`config.mk`:
```
export PLATFORM = sky130hd
export DESIGN_NAME = quad_seq_ctrl
export DESIGN_NICKNAME = d
export VERILOG_FILES = /design/src/rtl/quad_pkg.sv /design/src/rtl/quad_cfg_shadow.sv /design/src/rtl/quad_seq_ctrl.sv
export SDC_FILE = /design/constraint.sdc
export NUM_CORES = 1
export LEC_CHECK = 0
export CORE_MARGIN = 8
export CORE_UTILIZATION = 50
export CTS_CLUSTER_SIZE = 28
export DETAILED_ROUTE_END_ITERATION = 12
export GPL_TIMING_DRIVEN = 0
export PLACE_DENSITY = 0.76
export SYNTH_ARGS = -nofsm -noshare
export SYNTH_HDL_FRONTEND = slang
export SYNTH_SLANG_ARGS = --single-unit
export TNS_END_PERCENT = 5
```
`constraint.sdc`:
```
create_clock -name clk -period 6.76 [get_ports clk]
set_input_delay 1.352 -clock clk [delete_from_list [all_inputs] [get_ports clk]]
set_output_delay 1.352 -clock clk [all_outputs]
set_load 0.01 [all_outputs]
```
`src/rtl/quad_pkg.sv`:
```
// Shared types and helpers for the quadrature mixer phase sequencer.
package quad_pkg;

  localparam int DIV_W_DEF = 8;

  typedef enum logic [1:0] {
    IDLE,
    RUN,
    STOP
  } state_t;

  function automatic logic [3:0] onehot4(input logic [1:0] idx);
    return 4'b0001 << idx;
  endfunction

  // Reverse rotation walks 0,3,2,1 so position 0 always maps to phase 0.
  function automatic logic [1:0] phase_of(input logic [1:0] pos, input logic rev);
    return rev ? 2'(2'd0 - pos) : pos;
  endfunction

endpackage

```
`src/rtl/quad_cfg_shadow.sv`:
```
// Configuration shadow register: valid/ready load, clamping, and transfer to the
// active configuration whenever the sequencer reports a safe point.
module quad_cfg_shadow
  import quad_pkg::*;
#(
  parameter int DIV_W   = DIV_W_DEF,
  parameter int DEF_DIV = 1
) (
  input  logic             clk,
  input  logic             rst,
  input  logic             cfg_valid,
  input  logic [DIV_W-1:0] cfg_div,
  input  logic [DIV_W-1:0] cfg_gap,
  input  logic             cfg_rev,
  input  logic             apply_ok,
  output logic             cfg_ready,
  output logic [DIV_W-1:0] act_div,
  output logic [DIV_W-1:0] act_gap,
  output logic             act_rev
);

  localparam int               RST_DIV_I = (DEF_DIV < 1) ? 1 : DEF_DIV;
  localparam logic [DIV_W-1:0] RST_DIV   = RST_DIV_I[DIV_W-1:0];

  logic             full;
  logic [DIV_W-1:0] shd_div;
  logic [DIV_W-1:0] shd_gap;
  logic             shd_rev;
  logic [DIV_W-1:0] in_div;
  logic [DIV_W-1:0] in_gap;
  logic             load;
  logic             apply;

  // Clamp on entry so the active config always satisfies d>=1 and g<=d-1.
  always_comb begin
    in_div = (cfg_div == '0) ? DIV_W'(1) : cfg_div;
    in_gap = (cfg_gap > in_div - DIV_W'(1)) ? in_div - DIV_W'(1) : cfg_gap;
  end

  // Load needs an empty shadow and apply needs a full one, so they never coincide.
  assign load      = cfg_valid && !full;
  assign apply     = full && apply_ok;
  assign cfg_ready = !full;

  // NOTE: sequential state uses non-blocking assignments so every register
  // samples the pre-edge values of its neighbours.
  always_ff @(posedge clk or posedge rst) begin
    if (rst) begin
      full    <= 1'b0;
      shd_div <= RST_DIV;
      shd_gap <= '0;
      shd_rev <= 1'b0;
      act_div <= RST_DIV;
      act_gap <= '0;
      act_rev <= 1'b0;
    end else if (apply) begin
      full    <= 1'b0;
      act_div <= shd_div;
      act_gap <= shd_gap;
      act_rev <= shd_rev;
    end else if (load) begin
      full    <= 1'b1;
      shd_div <= in_div;
      shd_gap <= in_gap;
      shd_rev <= cfg_rev;
    end
  end

endmodule

```
`src/rtl/quad_seq_ctrl.sv`:
```
// 4-phase commutating clock sequencer: one-hot phases with programmable length,
// dead time and rotation, starting and stopping only on whole-cycle boundaries.
module quad_seq_ctrl
  import quad_pkg::*;
#(
  parameter int DIV_W   = DIV_W_DEF,
  parameter int DEF_DIV = 1
) (
  input  logic             clk,
  input  logic             rst,
  input  logic             en,
  input  logic             cfg_valid,
  output logic             cfg_ready,
  input  logic [DIV_W-1:0] cfg_div,
  input  logic [DIV_W-1:0] cfg_gap,
  input  logic             cfg_rev,
  output logic [3:0]       quad_out,
  output logic [1:0]       phase,
  output logic             sync,
  output logic             running
);

  state_t           state;
  logic [DIV_W-1:0] cnt;
  logic [1:0]       pos;
  logic [DIV_W-1:0] act_div;
  logic [DIV_W-1:0] act_gap;
  logic             act_rev;
  logic             cnt_last;
  logic             boundary;
  logic [DIV_W-1:0] adv_cnt;
  logic [1:0]       adv_pos;
  logic [1:0]       adv_phase;
  logic [3:0]       adv_quad;
  logic             adv_sync;

  quad_cfg_shadow #(
    .DIV_W  (DIV_W),
    .DEF_DIV(DEF_DIV)
  ) u_cfg (
    .clk      (clk),
    .rst      (rst),
    .cfg_valid(cfg_valid),
    .cfg_div  (cfg_div),
    .cfg_gap  (cfg_gap),
    .cfg_rev  (cfg_rev),
    .apply_ok (state == IDLE || boundary),
    .cfg_ready(cfg_ready),
    .act_div  (act_div),
    .act_gap  (act_gap),
    .act_rev  (act_rev)
  );

  // Next counter position while commutating; outputs are registered from these
  // so they describe the cycle that begins at the edge.
  // NOTE: every always_comb output is assigned on every path, so no latches form.
  always_comb begin
    cnt_last  = (cnt == act_div - DIV_W'(1));
    boundary  = cnt_last && (pos == 2'd3);
    adv_cnt   = cnt_last ? '0 : cnt + DIV_W'(1);
    adv_pos   = cnt_last ? pos + 2'd1 : pos;
    adv_phase = phase_of(adv_pos, act_rev);
    adv_quad  = (adv_cnt < act_div - act_gap) ? onehot4(adv_phase) : 4'b0000;
    adv_sync  = (adv_pos == 2'd0) && (adv_cnt == '0);
  end

  always_ff @(posedge clk or posedge rst) begin
    if (rst) begin
      state    <= IDLE;
      cnt      <= '0;
      pos      <= '0;
      quad_out <= '0;
      phase    <= '0;
      sync     <= 1'b0;
      running  <= 1'b0;
    end else begin
      case (state)
        IDLE: begin
          if (en) begin
            state    <= RUN;
            quad_out <= onehot4(2'd0);
            sync     <= 1'b1;
            running  <= 1'b1;
          end
        end
        RUN, STOP: begin
          if (state == STOP && !en && boundary) begin
            state    <= IDLE;
            cnt      <= '0;
            pos      <= '0;
            quad_out <= '0;
            phase    <= '0;
            sync     <= 1'b0;
            running  <= 1'b0;
          end else begin
            // A re-raised en simply resumes RUN; commutation never pauses.
            state    <= en ? RUN : STOP;
            cnt      <= adv_cnt;
            pos      <= adv_pos;
            quad_out <= adv_quad;
            phase    <= adv_phase;
            sync     <= adv_sync;
            running  <= 1'b1;
          end
        end
        default: state <= IDLE;
      endcase
    end
  end

endmodule

```
==> out/results.txt <==
detailed-route via count = 2846
Setup violations, final = 0
Post-Syn Area per Cell = 9.84 µm²
routed vias/inst = 5.53
PnR worst setup slack = 1.77 ns
fraction of layout cells with a size suffix above 1 = 15.1%
worst hold slack = 0.496 ns
Clock H-tree levels = 2
Initial Utilization = 51.5%
Util after Layout = 59.2%
vias in the first global route = 2812
Worst EP required = 6.97 ns
HP Class = flop to flop
grt ovf = 0
Slew Limit Headroom = 63.7%
DRC = 0
Max-Cap Viols = 0
Worst-Margin Slew = 0.545 ns
initial antenna violation count = 0
FFs w/ async S/R, synth = 100%
CTS Sinks = 54
core region area = 7210 µm²
clock slew at reported path FFs = 0.10 ns
EDFF count, synth = 0
clk_lat worst skew = 0.31 ns
Synth cell types = 59
Final nets = 467
commonest non-fill, non-tap cells in the layout = dfrtp_1 (52), nor2_1 (30), ha_1 (30)
kind of critical path = primary input to flop
nature of the critical path endpoint = flop
CTS tree = done
Post-Syn Nets = 430
Buf/Inv on CP = 2
synthesis-to-layout area growth = 14.8%
crit path cell chain = clkdlybuf4s50_1 > or4_1 > nor2_1 > a21oi_1 > ha_1 > nor3b_1 > xnor2_1 > ha_1 > and4_1 > a32oi_1 > clkbuf_1 > a21oi_1 > mux2_2
Final Hold Fails = 0
Post-Place Worst Slack = 1.43 ns
outcome = finished clean
die area = 10500 µm²
max-slew violation count = 0
Port Buffer Count = 29
post-DR wirelength/cell = 14.8 µm
Setup Fix Bufs, Post-CTS = 0
wire length of the first global-routing pass = 13.2 mm
standard-cell rows = 31
Cells after Synth = 378
synthesized area = 3720 µm²
total global routing track utilization = 15.7%
GP Congestion = 0.837
commonest non-fill, non-tap cell in the layout = dfrtp_1
Slowest cell on crit path = or4_1
# resized after CTS = 0
TNS Setup = 0 ns
Lkg Pwr = 1.85 nW
die height = 102 µm
Critical Path AT = 5.20 ns
Worst Path Max Fanout = 10
Num CTS Buffers = 5
sequential fraction of the synthesis area = 36.4%
pin count of the biggest net entering global routing = 36
Crit path largest cell delay = 0.57 ns
Worst Setup Start Kind = primary input
Yosys Warn Count = 0
diodes inserted = 0
I/O pin cnt = 30
clock tree buffer depth = 2
Post-Route WL = 7.63 mm
RSZ-0062 raised after global routing = false
Final Cycle Share = 73.9%
Tmin final = 4.99 ns
DRT antenna net count = 0
hpwl dp = 6.05 mm
PD cells = 519 nW/µm²
Hold Buf Count CTS = 0
Worst Skew = 0.00584 ns
die width = 102 µm
delay-heaviest family, CP = simple AND/OR/NAND/NOR gates
CTS root buf = clkbuf_8
fmax = 200 MHz
drt pass-1 iters = 6
maximum vdd drop = 0.182 mV
iteration-0 DRC count of the detailed router = 94
flops & latches, synth = 54
Synth Flop Type = dfrtp_1
[cells in the mapped netlist (2+ instances only)]
cell type | instances | area (µm²)
a21oi_1 | 16 | 80.1
nor2b_1 | 6 | 37.5
mux2_2 | 22 | 248
nor3b_1 | 3 | 22.5
nor3_1 | 12 | 60.1
buf_4 | 2 | 15.0
dfrtp_1 | 52 | 1300
nor4_1 | 2 | 12.5
xor2_1 | 8 | 70.1
o21a_1 | 2 | 15.0
a21o_1 | 5 | 37.5
nand3_1 | 9 | 45.0
nor2_1 | 30 | 113
buf_2 | 3 | 15.0
buf_6 | 3 | 33.8
xnor2_1 | 22 | 193
a31oi_1 | 3 | 18.8
and3_1 | 2 | 12.5
nand2_1 | 25 | 93.8
o41ai_1 | 3 | 26.3
ha_1 | 30 | 375
mux2i_1 | 6 | 60.1
nand4_1 | 2 | 12.5
inv_1 | 25 | 93.8
a211oi_1 | 2 | 15.0
mux2_4 | 10 | 150
nand2b_1 | 4 | 25.0
a41oi_1 | 2 | 17.5
o21ai_0 | 23 | 115
a22o_1 | 5 | 43.8
clkbuf_1 | 7 | 26.3
dfstp_2 | 2 | 52.6
o31ai_1 | 3 | 22.5
or4_1 | 2 | 15.0
[area by class of cell]
class	instances	area [µm²]
Sequential cell	54	1350
Inverter	25	93.8
Multi-Input combinational cell	283	2160
Clock buffer	5	68.8
Timing Repair Buffer	30	310
Clock inverter	3	47.5
Buffer	16	110
Tap cell	99	124
Fill cell	674	2950
[path summary, 6_finish.rpt]
kind / from / endpoint / slack (ns) / cells past startpoint
max: cfg_div[5] / u_cfg.shd_gap[6] / 1.77 / 13
min: u_cfg.shd_div[0] / u_cfg.shd_div[0] / 0.50 / 2
max in group asynchronous: rst / u_cfg.act_div[0] / 4.81 / 3
min in group asynchronous: rst / u_cfg.shd_gap[6] / 1.36 / 2
min reg2reg: u_cfg.shd_div[0] / u_cfg.shd_div[0] / 0.50 / 2
max reg2reg: u_cfg.act_div[0] / quad_out[2] / 2.60 / 17
[sequential cells by signal (all words and copies together) (netlist names), 2 cells and up]
name           count
u_cfg.act_div      8
cnt                8
u_cfg.shd_div      8
u_cfg.shd_gap      8
state              2
u_cfg.act_gap      8
quad_out           4
phase              2
[tightest hold or removal path, delay by kind of cell (launching register included)]
family,cells,cell delay [ns]
AOI/OAI and AO/OA,1,0.07
DFF,1,0.38
and+or+nand+nor,1,0.05
[kinds of logic after synthesis]
logic type               Yosys count  share of synthesized area, %
adder cells (fa/ha/maj)           31                          10.6
flip-flops                        54                          36.4
XOR/XNOR                          30                          7.07
buffers and inverters             41                          5.48
multiplexers                      38                          12.3
AND/OR/NAND/NOR                  109                          14.8
AO/OA/AOI/OAI                     75                          13.3
[routing by layer]
layer / GRT usage [%] / wire length, µm / vias up
li1: - / - / 1404
met1: 20.0 / 3500 / 1379
met2: 26.8 / 3720 / 54
met3: 1.91 / 274 / 9
met4: 5.19 / 136 / 0
met5: 0 / 0 / -
[where the power goes]
part / switching [W] / internal (W)
registers: 0.000133 / 0.000480
clock network: 0.000113 / 0.000112
logic: 0.000708 / 0.000668
[metrics by stage]
step | std cells | cell area (µm²) | total power (W)
3_5_place_dp | 507 | 4150 | 0.00199
5_1_grt | 515 | 4270 | 0.00242
4_1_cts | 515 | 4270 | 0.00222
6_report | 515 | 4270 | 0.00222
3_3_place_gp | 506 | 4130 | 0.00193
2_1_floorplan | 378 | 3720 | 0.00166
Note: power is estimated with default switching activity, not from simulation.
